## config.mk

```make
export PLATFORM = sky130hd
export DESIGN_NAME = bus_perf_monitor
export DESIGN_NICKNAME = d
export VERILOG_FILES = /design/src/rtl/bus_perf_monitor.sv
export SDC_FILE = /design/constraint.sdc
export NUM_CORES = 1
export LEC_CHECK = 0
export ABC_AREA = 0
export BUFFER_PORTS_ARGS = -buffer_cell sky130_fd_sc_hd__buf_2
export CAP_MARGIN = 20
export CORE_MARGIN = 2
export CORE_UTILIZATION = 40
export DETAILED_ROUTE_END_ITERATION = 7
export GPL_TIMING_DRIVEN = 0
export PLACE_DENSITY = 0.64
export SLEW_MARGIN = 10
export SYNTH_ARGS = -nofsm -noshare
export SYNTH_HDL_FRONTEND = slang
export SYNTH_SLANG_ARGS = --single-unit
```

## constraint.sdc

```tcl
create_clock -name clk -period 7.2 [get_ports clk]
set_clock_uncertainty 0.1 [all_clocks]
set_input_delay 0.36 -clock clk [delete_from_list [all_inputs] [get_ports clk]]
set_output_delay 0.36 -clock clk [all_outputs]
set_load 0.1 [all_outputs]
```

## src/rtl/bus_perf_monitor.sv

```systemverilog
// bus_perf_monitor: passive observer of the CPU<->cache bus (C1/A1) and the
// cache<->memory-controller bus (C2/A2). It delimits CPU transactions,
// classifies each as hit or miss from line fetches on bus 2, counts
// write-backs, measures latency and raises sticky protocol flags.
// Optional build macro MON_TRACE_EN: print one line per completed transaction
// and one line the first time each error flag is set.
//
//   state | meaning
//   IDLE  | no transaction open; any non-zero C1 is a new command
//   REQ   | CPU still driving the command (multi-beat writes repeat it)
//   BUSY  | command done, waiting for the cache response
//   RESP  | response beats (C1 == 7) in progress
module bus_perf_monitor #(
  parameter int CNT_W   = 32,
  parameter int LAT_W   = 16,
  parameter int TIMEOUT = 255
) (
  input  logic             clk,
  input  logic             RESET,
  input  logic [2:0]       C1,
  input  logic [14:0]      A1,
  input  logic [1:0]       C2,
  input  logic [14:0]      A2,
  output logic [CNT_W-1:0] req_cnt,
  output logic [CNT_W-1:0] hit_cnt,
  output logic [CNT_W-1:0] miss_cnt,
  output logic [CNT_W-1:0] wb_cnt,
  output logic [CNT_W-1:0] lat_sum,
  output logic [LAT_W-1:0] last_lat,
  output logic [LAT_W-1:0] max_lat,
  output logic [14:0]      last_addr,
  output logic             busy,
  output logic [2:0]       err
);

  localparam logic [2:0]       C1_NOP     = 3'd0;
  localparam logic [2:0]       C1_RESP    = 3'd7;
  localparam logic [1:0]       C2_READ    = 2'd2;
  localparam logic [1:0]       C2_WRITE   = 2'd3;
  localparam logic [LAT_W-1:0] TMO_LIMIT  = LAT_W'(TIMEOUT);
  localparam logic [LAT_W-1:0] LAT_ONES   = '1;
  localparam logic [CNT_W-1:0] CNT_ONES   = '1;

  typedef enum logic [1:0] {IDLE, REQ, BUSY, RESP} state_t;

  state_t           state, state_d;
  logic [2:0]       cmd;
  logic             miss;
  logic [LAT_W-1:0] lat;
  logic [LAT_W-1:0] lat_inc;
  logic [1:0]       c2_prev;
  logic             start, done, tmo;
  logic             rd_rise, wb_rise, is_miss, idle_c2;
  logic             err_tmo, err_c2;
  logic [CNT_W:0]   sum_ext;

  // The memory-bus address carries nothing needed for classification.
  logic unused_a2;
  assign unused_a2 = ^A2;

  function automatic logic [CNT_W-1:0] sat_inc(input logic [CNT_W-1:0] v);
    return (v == CNT_ONES) ? v : v + CNT_W'(1);
  endfunction

  assign lat_inc = (lat == LAT_ONES) ? lat : lat + LAT_W'(1);
  assign rd_rise = (C2 == C2_READ)  && (c2_prev != C2_READ);
  assign wb_rise = (C2 == C2_WRITE) && (c2_prev != C2_WRITE);
  assign is_miss = miss || (C2 == C2_READ);
  assign idle_c2 = (state == IDLE) && C2[1];
  assign sum_ext = {1'b0, lat_sum} + (CNT_W+1)'(lat_inc);
  assign busy    = (state != IDLE);
  // Every C1 value seen in IDLE is a command, so no stray response can be
  // observed there and bit 0 stays clear.
  assign err     = {err_c2, err_tmo, 1'b0};

  // Next-state decode plus transaction start/completion/timeout strobes.
  always_comb begin
    state_d = state;
    start   = 1'b0;
    done    = 1'b0;
    tmo     = 1'b0;
    case (state)
      IDLE: begin
        if (C1 != C1_NOP) begin
          start   = 1'b1;
          state_d = REQ;
        end
      end
      REQ: begin
        if (C1 == cmd) begin
          state_d = REQ;
        end else if (C1 == C1_RESP) begin
          // A non-matching value ends the command phase and is already the
          // first BUSY sample, so a response here completes immediately.
          done    = 1'b1;
          state_d = RESP;
        end else begin
          state_d = BUSY;
        end
        if (!done && (lat_inc >= TMO_LIMIT)) begin
          tmo     = 1'b1;
          state_d = IDLE;
        end
      end
      BUSY: begin
        if (C1 == C1_RESP) begin
          done    = 1'b1;
          state_d = RESP;
        end else if (lat_inc >= TMO_LIMIT) begin
          tmo     = 1'b1;
          state_d = IDLE;
        end
      end
      RESP: begin
        if (C1 != C1_RESP) begin
          if (C1 != C1_NOP) begin
            start   = 1'b1;
            state_d = REQ;
          end else begin
            state_d = IDLE;
          end
        end
      end
      default: state_d = IDLE;
    endcase
  end

  // State register and per-transaction context (command, address, latency, miss).
  always_ff @(posedge clk or posedge RESET) begin
    if (RESET) begin
      state     <= IDLE;
      cmd       <= 3'd0;
      last_addr <= 15'd0;
      lat       <= '0;
      miss      <= 1'b0;
      c2_prev   <= 2'd0;
    end else begin
      state   <= state_d;
      c2_prev <= C2;
      if (start) begin
        cmd       <= C1;
        last_addr <= A1;
        lat       <= '0;
        miss      <= (state != IDLE) && rd_rise;
      end else begin
        if ((state == REQ) || (state == BUSY))
          lat <= lat_inc;
        if ((state != IDLE) && rd_rise)
          miss <= 1'b1;
      end
    end
  end

  // Event and latency statistics, all saturating.
  always_ff @(posedge clk or posedge RESET) begin
    if (RESET) begin
      req_cnt  <= '0;
      hit_cnt  <= '0;
      miss_cnt <= '0;
      wb_cnt   <= '0;
      lat_sum  <= '0;
      last_lat <= '0;
      max_lat  <= '0;
    end else begin
      if (wb_rise)
        wb_cnt <= sat_inc(wb_cnt);
      if (done) begin
        req_cnt  <= sat_inc(req_cnt);
        if (is_miss)
          miss_cnt <= sat_inc(miss_cnt);
        else
          hit_cnt  <= sat_inc(hit_cnt);
        last_lat <= lat_inc;
        lat_sum  <= sum_ext[CNT_W] ? CNT_ONES : sum_ext[CNT_W-1:0];
        if (lat_inc > max_lat)
          max_lat <= lat_inc;
      end
    end
  end

  // Sticky protocol flags: timeout and bus-2 command while bus 1 is idle.
  always_ff @(posedge clk or posedge RESET) begin
    if (RESET) begin
      err_tmo <= 1'b0;
      err_c2  <= 1'b0;
    end else begin
      if (tmo)
        err_tmo <= 1'b1;
      if (idle_c2)
        err_c2 <= 1'b1;
    end
  end

`ifdef MON_TRACE_EN
  // Trace completed transactions and the first occurrence of each flag.
  always_ff @(posedge clk) begin
    if (!RESET) begin
      if (done)
        $display("[bus_perf_monitor] t=%0t cmd=%0d addr=0x%04h %s lat=%0d",
                 $time, cmd, last_addr, is_miss ? "MISS" : "HIT", lat_inc);
      if (tmo && !err_tmo)
        $display("[bus_perf_monitor] t=%0t err[1] set: response timeout", $time);
      if (idle_c2 && !err_c2)
        $display("[bus_perf_monitor] t=%0t err[2] set: bus-2 command while idle", $time);
    end
  end
`else
  // Trace disabled: the monitor is silent; counters and flags are unaffected.
`endif

endmodule

```

==> flow_summary.yaml, run 1 <==
worst_setup_path:
  crit_chain: "ha_1, nand4_4, nor4_4, buf_4, mux2i_1, inv_1, ha_1, and4_1, nand3_1, mux2i_1, o21ai_0, a211o_1, a21oi_1, nand3_1, mux2_2"
  crit_arrival_ns: 5.58
  crit_slowest_cell: "mux2i_1"
  critical_path_class: "reg -> reg"
  endpoint: "lat_sum[19]"
  cp_slowest_stage_delay_ns: 0.54
  r2r_end: "lat_sum[19]"
  cp.required_ns: 7.52
  cp-end-kind: "register"
  startpoint_type: "register"
  crit_start: "lat[1]"
  reg2reg_depth: 15
  rr_startpoint: "lat[1]"
  critPathMaxFanout: 10
  ff2ff_setup_slack_ns: 1.95
detailed_routing:
  first_pass_iters: 6
  route.detailed.drc: 0
  drtIter0Drc: 462
  drt_wl_total_mm: 30.2
  wl_per_cell_um: 16.5
  ant_nets: 0
  avgViaCountPerCell: 5.21
  vias: 9541
yosys:
  synth_commonest_cells: "dfrtp_1, nand2_1, xnor2_1, nand3_1, nor2_1"
  synthTopCellsByArea: "dfrtp_1, xnor2_1, nand2_1"
  yosysSeqAreaShare_pct: 49.0
  async_reset_ff_share_pct: 100
  synth_seq_cells: 233
  synth_edf_count: 0
  ys_types: 79
  synth_warnings: 0
  synth_top_area_cell: "dfrtp_1"
  yosysTopAreaCellShare_pct: 49.0
  synth_nets: 1215
  avgSynthCellArea_um2: 10.4
  synth_most_common_cell: "dfrtp_1"
  synth_cells: 1141
  synth_area_um2: 11900
  synth-main-ff-cell: "dfrtp_1"
placed_design:
  dp_slack_ns: 1.91
  routabilityCongestion: 0.842
  io_buffers: 231
  placed_area_um2: 13600
  hpwl_mm: 21.9
sta:
  timing.hold.ws_ns: 0.0640
  final.period_utilization_pct: 73.0
  final.min_clock_period_ns: 5.25
  grt_setup_unrepaired: "no"
  setup_viol: 0
  layout_setup_ws_ns: 1.95
  finalHoldViolCount: 0
  worst_slew_pin_slew_ns: 1.02
  relSlewSlack_pct: 31.3
  fmax_mhz: 190
  final_max_slew_viol_count: 0
power_and_ir_drop:
  powerDensity_nw_per_um2: 322
  sw_frac_of_total_pct: 42.6
  seqPwrFrac_pct: 33.2
  clock_power_share_pct: 30.3
  combPwrFrac_pct: 36.5
  p_int_w: 0.00272
  p_leak_nw: 7.34
  ir_drop_uv: 224
  power.switching_w: 0.00202
die:
  initial_utilization_pct: 40.4
  fp.dieArea_um2: 31200
  ios: 248
  die_w_um: 177
  core_area_um2: 29500
  die_height_um: 177
  num_rows: 63
run_status:
  outcome: "completed"
layout:
  layout-drive-gt1-share_pct: 24.5
  diodes: 0
  synthToLayoutAreaGrowth_pct: 23.7
  design_area_um2: 14700
  final_nets: 1495
clock_tree:
  clkSinkCount: 233
  cts_made_buffers: 27
  htreeDepth: 1
  clock_latency_ns: 0.54
  cts_root_buffer: "clkbuf_16"
  tritoncts: "built"
  clockBufferDepth: 3
  clkTransAtPathRegs_ns: 0.06
grt:
  track_usage_pct: 19.1
  grt_pass1_wl_mm: 48.3
  grt_max_degree: 105
  overflow: 0
  grt_pass1_vias: 9031
  antenna_found_initial: 0
min_path:
  min_path_type: "in -> reg"
flow_run:
  maxCapViolCount: 0
[final cells by class]
class                      instances  area, um^2
buffer                            29         153
clock buffer                      32         704
clock inverter                    16         221
fill                            2790       14800
inverter                          40         158
multi-input combinational        839        5780
sequential                       233        5830
tap                              390         488
timing repair buffer             251        1390
[placed cells by master (no fill, tap or decap), drive strengths merged, types with 7 or more instances in the layout]
cell and count:
clkinv 7, nand2 149, buf 250, xor2 51
nor2 60, and4 17, mux2 45, a21oi 23
and3 33, dfrtp 233, o211ai 9, dlygate4sd3 18
clkbuf 44, nor3 29, nand4 43, a22o 14
ha 36, o21ai 27, nand3 79, inv 42
nor4 8, mux2i 10, xnor2 103, and2 10
a31oi 8
[how the worst min path moves through the flow]
stage | from | to | slack (ns) | cells after the start
floorplan | C2[0] | c2_prev[0] | 0.29 | 0
global placement | err_c2 | err_c2 | 0.34 | 1
detailed placement | RESET | miss_cnt[19] | 0.26 | 2
CTS | C1[0] | cmd[0] | 0.04 | 2
global route | C1[1] | cmd[1] | 0.06 | 2
finish | C1[0] | cmd[0] | 0.06 | 2
[sequential cells by signal, indices dropped and copies added, names as in the netlist, 2 cells and up]
signal	flops
max_lat	16
c2_prev	2
lat_sum	32
miss_cnt	32
wb_cnt	32
cmd	3
last_addr	15
state	2
hit_cnt	32
lat	16
last_lat	16
req_cnt	32
[critical path, delay by kind of cell, from the launching register on]
family          cells  cell delay [ns]
compound gates      3             1.16
mux                 3             1.14
simple gates        5             0.99
fa+ha+maj           2             0.73
flops               1             0.51
buf+inv             2             0.48
[per-stage QoR]
step                      setup TNS, ns  power, W  utilization, %  instances
after detailed placement              0   0.00332            46.2       1764
final                                 0   0.00474            49.9       1830
after global placement          -602.65   0.00329            46.0       1762
after CTS                             0   0.00478            49.9       1830
after global routing                  0   0.00495            49.9       1830
after floorplan                       0   0.00297               -       1141
[metal layers]
layer	vias to the layer above	part of all wire, %	track usage [%]
met2	297	45	30.1
met1	4604	44	25.9
met4	0	1.9	4.89
met3	42	8.7	5.51
met5	-	0	0
li1	4598	-	-
[kinds of logic (layout without fill, tap and decap cells)]
logic type | count (synthesis) | count (layout) | synth area share (%)
adders and majority gates | 38 | 38 | 4.07
other | 1 | 1 | 0.0315
xor gates and xnor gates | 154 | 154 | 11.3
muxes | 55 | 55 | 5.13
DFF | 233 | 233 | 49.0
AOI/OAI and AO/OA | 130 | 130 | 8.04
buffers and inverters | 69 | 368 | 2.54
and+or+nand+nor | 461 | 461 | 19.9
[repair_timing]
action,CTS,global route
hold buffers,18,0
buffers inserted,0,0
resized for setup,0,0
setup endpoints to repair,0,0
hold endpoints to repair,53,0
[power groups by stage]
stage | Sequential [W] | Combinational, W | Clock [W]
3_5_place_dp | 0.00159 | 0.00173 | 0
2_1_floorplan | 0.00236 | 0.000616 | 0
6_report | 0.00157 | 0.00173 | 0.00143
3_3_place_gp | 0.00159 | 0.00170 | 0
5_1_grt | 0.00159 | 0.00183 | 0.00153
4_1_cts | 0.00157 | 0.00174 | 0.00147
Power figures use the tool's default switching activity.
==> inputs of run 2 (changes only) <==
- clock period: 7.2 -> 4.3 ns (I/O delays scaled with it)
==> run 2 against run 1 <==
Net effect:
- combinational power increased by 74%
- routed wire length increased by 3.6%
- flip-flop and latch count unchanged
- die area unchanged
- largest cell class is now multi-input combinational cells
==> flow_summary.yaml, run 2 (same netlist as run 1, synthesis figures left out) <==
power_and_ir_drop:
  seqPwrFrac_pct: 32.4
  p_int_w: 0.00475
  sw_frac_of_total_pct: 41.8
  clock_power_share_pct: 30.7
  combPwrFrac_pct: 36.9
  power.switching_w: 0.00341
  ir_drop_uv: 314
  p_leak_nw: 7.61
  totalPowerFinal_w: 0.00816
  powerDensity_nw_per_um2: 531
clock_tree:
  htreeDepth: 1
  clock_latency_ns: 0.53
  clkTransAtPathRegs_ns: 0.06
  cts_root_buffer: "clkbuf_16"
  clkSinkCount: 233
  tritoncts: "built"
  clockBufferDepth: 3
  cts_made_buffers: 27
detailed_routing:
  drt_wl_total_mm: 31.3
  drtIter0Drc: 489
  ant_nets: 0
  avgViaCountPerCell: 5.21
  vias: 9754
  first_pass_iters: 5
  wl_per_cell_um: 16.7
  route.detailed.drc: 0
placed_design:
  routabilityCongestion: 0.858
  io_buffers: 231
  hpwl_mm: 22.4
  dp_slack_ns: -0.868
sta:
  timing.hold.ws_ns: 0.164
  fmax_mhz: 234
  final.min_clock_period_ns: 4.28
  layout_setup_ws_ns: 0.0198
  grt_setup_unrepaired: "yes"
  final_max_slew_viol_count: 0
  setup_viol: 0
  finalHoldViolCount: 0
  final.period_utilization_pct: 99.5
  worst_slew_pin_slew_ns: 1.09
  relSlewSlack_pct: 26.7
layout:
  layout-drive-gt1-share_pct: 28.5
  layout_commonest_cell: "buf_2"
  final_cell_mix: "buf_2, dfrtp_1, nand2_1"
  num-fill-cells: 2757
  fin_util_pct: 52.1
  diodes: 0
  synthToLayoutAreaGrowth_pct: 29.0
  register_area_um2: 5840
  final_nets: 1536
  multiInputGateArea_um2: 5960
die:
  die_w_um: 177
  die_height_um: 177
  ios: 248
  fp.dieArea_um2: 31200
  initial_utilization_pct: 40.4
  core_area_um2: 29500
  num_rows: 63
grt:
  antenna_found_initial: 0
  overflow: 0
  grt_pass1_wl_mm: 49.8
  track_usage_pct: 19.6
  grt_pass1_vias: 9476
  grt_max_degree: 38
worst_setup_path:
  r2r_end: "lat_sum[29]"
  ff2ff_setup_slack_ns: 0.02
  crit_arrival_ns: 4.59
  critPathMaxFanout: 6
  critPathBufInv: 3
  critical_path_class: "reg -> reg"
  cp-end-kind: "register"
  rr_startpoint: "lat[1]"
  crit_family: "simple AND/OR/NAND/NOR gates"
  crit_chain: "ha_4, nand4_4, nor4_4, buf_6, clkbuf_2, o21ai_2, nand2_2, ha_2, or4_1, o32a_1, maj3_4, a311oi_4, or4_4, clkbuf_16, nand2_1, mux2_2"
  reg2reg_depth: 16
  cp_slowest_stage_delay_ns: 0.51
  crit_slowest_cell: "or4_1"
  startpoint_type: "register"
  cp.required_ns: 4.61
min_path:
  min_path_type: "in -> async"
flow_run:
  maxCapViolCount: 0
run_status:
  outcome: "completed"
[run 2: worst register-to-register path, delay by kind of cell, from the launching register on]
| family | cells | cell delay (ns) |
|---|---|---|
| AOI/OAI and AO/OA | 3 | 1.01 |
| muxes | 1 | 0.26 |
| and+or+nand+nor | 6 | 1.14 |
| adders and majority gates | 3 | 0.77 |
| buffers and inverters | 3 | 0.45 |
| DFF | 1 | 0.43 |
[run 2: how the worst max path moves through the flow]
stage	from	depth (start not counted)	slack, ns	to
2_1_floorplan	lat[1]	15	0.03	lat_sum[21]
3_3_place_gp	lat[1]	15	-0.83	lat_sum[19]
3_5_place_dp	lat[1]	15	-0.87	lat_sum[31]
4_1_cts	lat[0]	15	0.003	lat_sum[19]
5_1_grt	lat[10]	15	-0.14	lat_sum[29]
6_report	lat[1]	16	0.02	lat_sum[29]
[run 2: area by class of cell]
cell class                      instances  area share (%)
Multi-Input combinational cell        839            38.8
Tap cell                              390            3.18
Inverter                               40            1.00
Sequential cell                       233            38.0
Clock buffer                           36            4.88
Clock inverter                         13            1.47
Buffer                                 29            1.08
Timing Repair Buffer                  292            11.6
[run 2: through the flow]
step | area (um^2) | std cells | setup TNS, ns
2_1_floorplan | 11900 | 1141 | 0
3_3_place_gp | 13600 | 1762 | -165.12
3_5_place_dp | 13700 | 1769 | -24.79
4_1_cts | 15000 | 1844 | 0
5_1_grt | 15400 | 1872 | -2.42
6_report | 15400 | 1872 | 0
[run 2: repair_timing]
| item | CTS | global route |
|---|---|---|
| buffers inserted | 5 | 27 |
| endpoints found under the setup margin | 48 | 31 |
| hold buffers | 21 | 0 |
| pin swaps | 5 | 15 |
| cloned | 0 | 1 |
| endpoints found under the hold margin | 123 | 0 |
| gates resized for setup | 25 | 20 |
[run 2: layer usage]
layer	GRT usage, %	share of wire (%)	routed length [um]	vias up
li1	-	-	-	4673
met1	27.4	45	14100	4792
met3	5.21	7.3	2270	48
met2	30.2	45	14200	241
met5	0	0	0	-
met4	5.30	2.1	659	0
[run 2: power by group through the flow]
stage	sequential [W]	combinational (W)	clock, W
finish	0.00264	0.00301	0.00251
global route	0.00268	0.00318	0.00267
CTS	0.00264	0.00297	0.00257
detailed placement	0.00268	0.00290	0
global placement	0.00267	0.00286	0
floorplan	0.00395	0.00104	0
